### config.mk
export PLATFORM = sky130hd
export DESIGN_NAME = mem_access_sequencer
export DESIGN_NICKNAME = d
export VERILOG_FILES = /design/src/rtl/mem_access_sequencer.sv
export SDC_FILE = /design/constraint.sdc
export NUM_CORES = 1
export LEC_CHECK = 0
export CAP_MARGIN = 20
export CORE_ASPECT_RATIO = 0.7
export CORE_MARGIN = 2
export CORE_UTILIZATION = 44
export DETAILED_ROUTE_END_ITERATION = 10
export PLACE_DENSITY = 0.8
export SLEW_MARGIN = 15
export SYNTH_ARGS = -nofsm -noshare
export SYNTH_HDL_FRONTEND = slang
export SYNTH_SLANG_ARGS = --single-unit
### constraint.sdc
create_clock -name clk_i -period 2.67 [get_ports clk_i]
set_input_delay 0.801 -clock clk_i [delete_from_list [all_inputs] [get_ports clk_i]]
set_output_delay 0.801 -clock clk_i [all_outputs]
set_load 0.02 [all_outputs]
### src/rtl/mem_access_sequencer.sv
// mem_access_sequencer: MEM-stage load/store engine with N-level pointer indirection (req_* in, d_mem_* handshake, stall_o, rsp_* out)
module mem_access_sequencer #(
  parameter int WIDTH = 16,
  parameter int MAX_IND = 1,
  localparam int NB = WIDTH / 8,
  localparam int LW = $clog2(NB),
  localparam int IW = $clog2(MAX_IND + 1)
) (
  input  logic             clk_i,
  input  logic             reset_i,
  input  logic             req_valid_i,
  output logic             req_ready_o,
  input  logic             req_store_i,
  input  logic             req_byte_i,
  input  logic [IW-1:0]    req_ind_i,
  input  logic [WIDTH-1:0] req_addr_i,
  input  logic [WIDTH-1:0] req_wdata_i,
  input  logic             flush_i,
  output logic             stall_o,
  output logic [WIDTH-1:0] d_mem_address_o,
  output logic [WIDTH-1:0] d_mem_wdata_o,
  output logic             d_mem_read_o,
  output logic             d_mem_write_o,
  output logic [NB-1:0]    d_mem_byte_enable_o,
  input  logic             d_mem_resp_i,
  input  logic [WIDTH-1:0] d_mem_rdata_i,
  output logic             rsp_valid_o,
  output logic [WIDTH-1:0] rsp_rdata_o
);
  typedef enum logic [2:0] {IDLE, PTR, ACCESS, DRAIN, DONE} state_t;
  state_t state_q;
  logic [WIDTH-1:0] addr_q, wdata_q, rdata_q;
  logic store_q, byte_q, drain_ptr_q;
  logic [IW-1:0] cnt_q, ind_clamp;
  logic [LW-1:0] lane;
  logic [7:0] rd_byte;
  logic ptr_ph, acc_ph, wr;
  assign ind_clamp = (req_ind_i > IW'(MAX_IND)) ? IW'(MAX_IND) : req_ind_i;
  assign lane = addr_q[LW-1:0];
  assign rd_byte = d_mem_rdata_i[{lane, 3'b000} +: 8];
  always_ff @(posedge clk_i) begin
    if (reset_i) begin
      state_q <= IDLE;
      addr_q <= '0;
      wdata_q <= '0;
      rdata_q <= '0;
      store_q <= 1'b0;
      byte_q <= 1'b0;
      drain_ptr_q <= 1'b0;
      cnt_q <= '0;
    end else begin
      case (state_q)
        IDLE: if (req_valid_i && !flush_i) begin
          addr_q <= req_addr_i;
          wdata_q <= req_wdata_i;
          store_q <= req_store_i;
          byte_q <= req_byte_i;
          cnt_q <= ind_clamp;
          rdata_q <= '0;
          state_q <= (ind_clamp != '0) ? PTR : ACCESS;
        end
        PTR: if (flush_i) begin
          drain_ptr_q <= 1'b1;
          state_q <= d_mem_resp_i ? IDLE : DRAIN;
        end else if (d_mem_resp_i) begin
          addr_q <= d_mem_rdata_i;
          cnt_q <= cnt_q - IW'(1);
          if (cnt_q == IW'(1)) state_q <= ACCESS;
        end
        ACCESS: if (flush_i) begin
          drain_ptr_q <= 1'b0;
          state_q <= d_mem_resp_i ? IDLE : DRAIN;
        end else if (d_mem_resp_i) begin
          if (!store_q) rdata_q <= byte_q ? WIDTH'(rd_byte) : d_mem_rdata_i;
          state_q <= DONE;
        end
        DRAIN: if (d_mem_resp_i) state_q <= IDLE;
        default: state_q <= IDLE;
      endcase
    end
  end
  assign ptr_ph = state_q == PTR || (state_q == DRAIN && drain_ptr_q);
  assign acc_ph = state_q == ACCESS || (state_q == DRAIN && !drain_ptr_q);
  assign wr = acc_ph && store_q;
  assign req_ready_o = state_q == IDLE;
  assign stall_o = ptr_ph || acc_ph;
  assign d_mem_read_o = ptr_ph || (acc_ph && !store_q);
  assign d_mem_write_o = wr;
  assign d_mem_address_o = stall_o ? addr_q : '0;
  assign d_mem_wdata_o = !wr ? '0 : byte_q ? {NB{wdata_q[7:0]}} : wdata_q;
  assign d_mem_byte_enable_o = !wr ? '0 : byte_q ? NB'(1) << lane : '1;
  assign rsp_valid_o = state_q == DONE;
  assign rsp_rdata_o = rsp_valid_o ? rdata_q : '0;
endmodule

==> reports/metrics.csv <==
stage,metric,value,unit
clock_tree,TritonCTS clock tree,done,
worst_hold_path,hold path cells,2,
sta,Final Skew,6.50,ps
sta,Final min period,2620,ps
clock_tree,Worst-path clk slew,100,ps
critical_path,worst r2r path cells,5,
cells_and_area,n_diodes,0,
synthesis,Most used DFF post-synth,dfxtp_1,
synthesis,Post-synth EDFFs,0,
cells_and_area,fraction of final layout cells sized beyond drive strength 1,0.121,
synthesis,share of the synthesized area in the top cell type,0.374,
grt,Tot GR Track Use,0.229,
synthesis,top area cells in the synthesized netlist,"dfxtp_1, mux2i_1, nand2_1",
sta,Pins Over Slew Limit,0,
sta,RSZ-0062 raised after global routing,false,
synthesis,synthesis warning total,0,
placement,Final Wtd Congestion,0.793,
critical_path,worst r2r src,state_q[0],
cells_and_area,Finished Core Util,0.668,
floorplan,Die ar.,7370,um^2
critical_path,crit path DAT,1810,ps
placement,Placed Instances,539,
cells_and_area,most frequent cells in the layout,"clkdlybuf4s50_1, nand2_1, dfxtp_1",
grt,largest net degree at the start of global routing,36,
power_and_ir_drop,VDD IR-drop max,0.000252,V
clock_tree,clock sinks,55,
grt,first-pass GRT wire length,13.6,mm
sta,Hold Slack,455,ps
synthesis,"area leader, netlist",dfxtp_1,
power_and_ir_drop,Clk network pwr share,0.207,
cells_and_area,fillers,527,
floorplan,io pins,111,
sta,fmax,382,MHz
sta,relative slew slack,0.589,
sta,Worst Tran Pin Value,616,ps
clock_tree,H-tree Lvls,2,
synthesis,Yosys cell types,37,
power_and_ir_drop,internal power,1.42,mW
power_and_ir_drop,Comb pwr share,0.353,
routing,DRT antenna net count,0,
clock_tree,Post CTS Setup Buffer Count,0,
floorplan,Rows,24,
sta,crit share post-route,0.980,
worst_hold_path,worst min-delay path class,flop to flop,
cells_and_area,P&R area growth vs syn,43.8,%
routing,wire length per cell,15.1,um
routing,WL final,8.25,mm
floorplan,Die H,72.4,um
power_and_ir_drop,power density over cell area,506,nW/um^2
clock_tree,CTS Buf Count,5,
grt,GRT overflow,0,
routing,drt initial violations,132,
cells_and_area,"commonest non-fill, non-tap cell in the layout",clkdlybuf4s50_1,
routing,DRT Pass-1 Iters,4,
floorplan,starting density of the core,0.464,
critical_path,WP data required,1870,ps
power_and_ir_drop,switching power,0.724,mW
critical_path,Worst R2R End,wdata_q[2],
grt,vias in the first global route,2821,
placement,IO buf count,110,
synthesis,mean post-synth cell area,8.27,um^2
synthesis,register area share after synthesis,0.374,
power_and_ir_drop,P_leak,1.87,nW
cells_and_area,NumNets Final,511,
worst_hold_path,Hold Path Origin,rdata_q[13],
routing,routed vias,2840,
floorplan,die width,102,um
power_and_ir_drop,Sw Share,0.338,
clock_tree,root buffer cell,clkbuf_8,
power_and_ir_drop,Reg power frac,0.441,
placement,post-DP HPWL,6.10,mm
critical_path,crit path kind,flop to output port,
synthesis,Post-Syn Nets,412,
critical_path,maximum net fanout on the critical path,18,
synthesis,synthesized area,2940,um^2
routing,drc violations,0,
floorplan,core footprint,6340,um^2
run,# Max-Cap Violations,0,
critical_path,worst reg2reg setup slack,690,ps
cells_and_area,Layout Cells excl Fill,545,
critical_path,startpoint types,flop,
routing,post-DR vias/cell,5.21,
synthesis,Post-synth ARST share,0,
sta,Final Hold Fails,0,
sta,setup TNS,0,ps
synthesis,#FFs+latches synth,55,
synthesis,Cells after Synth,356,
outcome,status,completed,
worst_hold_path,Hold Path End,rdata_q[13],
critical_path,Worst setup EP type,output port,
grt,initial antenna violation count,0,
sta,endpoints failing setup,0,
clock_tree,clock latency on the worst-skew pair,310,ps
clock_tree,CTS Buffer Depth,2,
-- final cells by class --
| cell class | instances | area (um^2) | area share |
|---|---|---|---|
| Timing Repair Buffer | 122 | 1240 | 0.294 |
| Multi-Input combinational cell | 268 | 1680 | 0.397 |
| Clock inverter | 1 | 7.51 | 0.00177 |
| Clock buffer | 5 | 68.8 | 0.0163 |
| Inverter | 3 | 11.3 | 0.00266 |
| Tap cell | 91 | 114 | 0.0269 |
| Sequential cell | 55 | 1100 | 0.261 |
-- stage by stage --
stage               power, mW  setup slack [ps]  instance area [um^2]
floorplan                1.44               361                  2940
global placement         1.70               116                  4120
detailed placement       1.72              65.5                  4120
CTS                      2.16              8.55                  4190
global route             2.25              7.15                  4230
finish                   2.14              54.5                  4230
-- sequential cells by signal, indices dropped and copies added, names as in the netlist --
register,flops
store_q,1
wdata_q,16
cnt_q,1
rdata_q,16
byte_q,1
state_q,3
addr_q,16
drain_ptr_q,1
-- power groups by stage --
stage	clock [mW]	combinational (mW)	sequential, mW
after floorplan	0	0.500	0.936
final	0.442	0.755	0.944
after global placement	0	0.743	0.954
after global routing	0.475	0.822	0.954
after CTS	0.450	0.764	0.943
after detailed placement	0	0.758	0.957
-- what timing repair did --
item,4_1_cts,5_1_grt
pin swaps,0,0
gates resized for setup,24,17
hold buffers,0,0
endpoints found under the setup margin,50,17
-- synth_stat cells (2+ instances only) --
library cell	instances
nor2_1	32
nor3b_1	2
and2_1	24
or3b_4	2
a311oi_1	2
mux2_2	8
nand2_1	57
a211oi_2	13
mux2i_1	26
nand3_1	18
dfxtp_1	55
clkbuf_1	14
and3_1	16
nand2b_1	4
buf_2	7
nor3_1	2
buf_6	4
o21ai_0	3
nor2b_1	2
buf_4	3
buf_1	2
a21oi_1	41
inv_1	3
a211oi_1	3
-- metal layers --
metal	wire, um	track usage
met1	3830	0.314
met2	3890	0.382
met3	459	0.0405
met4	67	0.0450
met5	0	0
-- worst max path at each step --
stage	startpoint	endpoint	slack, ps	cells past startpoint
floorplan	state_q[1]	d_mem_address_o[10]	360	5
global placement	flush_i	wdata_q[15]	120	5
detailed placement	flush_i	wdata_q[2]	70	5
CTS	state_q[0]	d_mem_address_o[8]	9	5
global route	state_q[1]	rsp_rdata_o[6]	7	4
finish	state_q[1]	rsp_rdata_o[12]	50	4
-- cell families (layout without fill, tap and decap cells) --
family                 after synthesis  after routing  share of synthesized area
AND/OR/NAND/NOR                    165            165                      0.277
buffers and inverters               33            131                     0.0591
multiplexers                        34             34                      0.119
flip-flops                          55             55                      0.374
AO/OA/AOI/OAI                       69             69                      0.170
-- worst max-delay path: stages, from the launching register on --
cell and delay [ps]:
dfxtp_2 360, nor2_4 180, buf_12 160, and3_1 200, clkdlybuf4s50_1 610
Power figures use the tool's default switching activity.
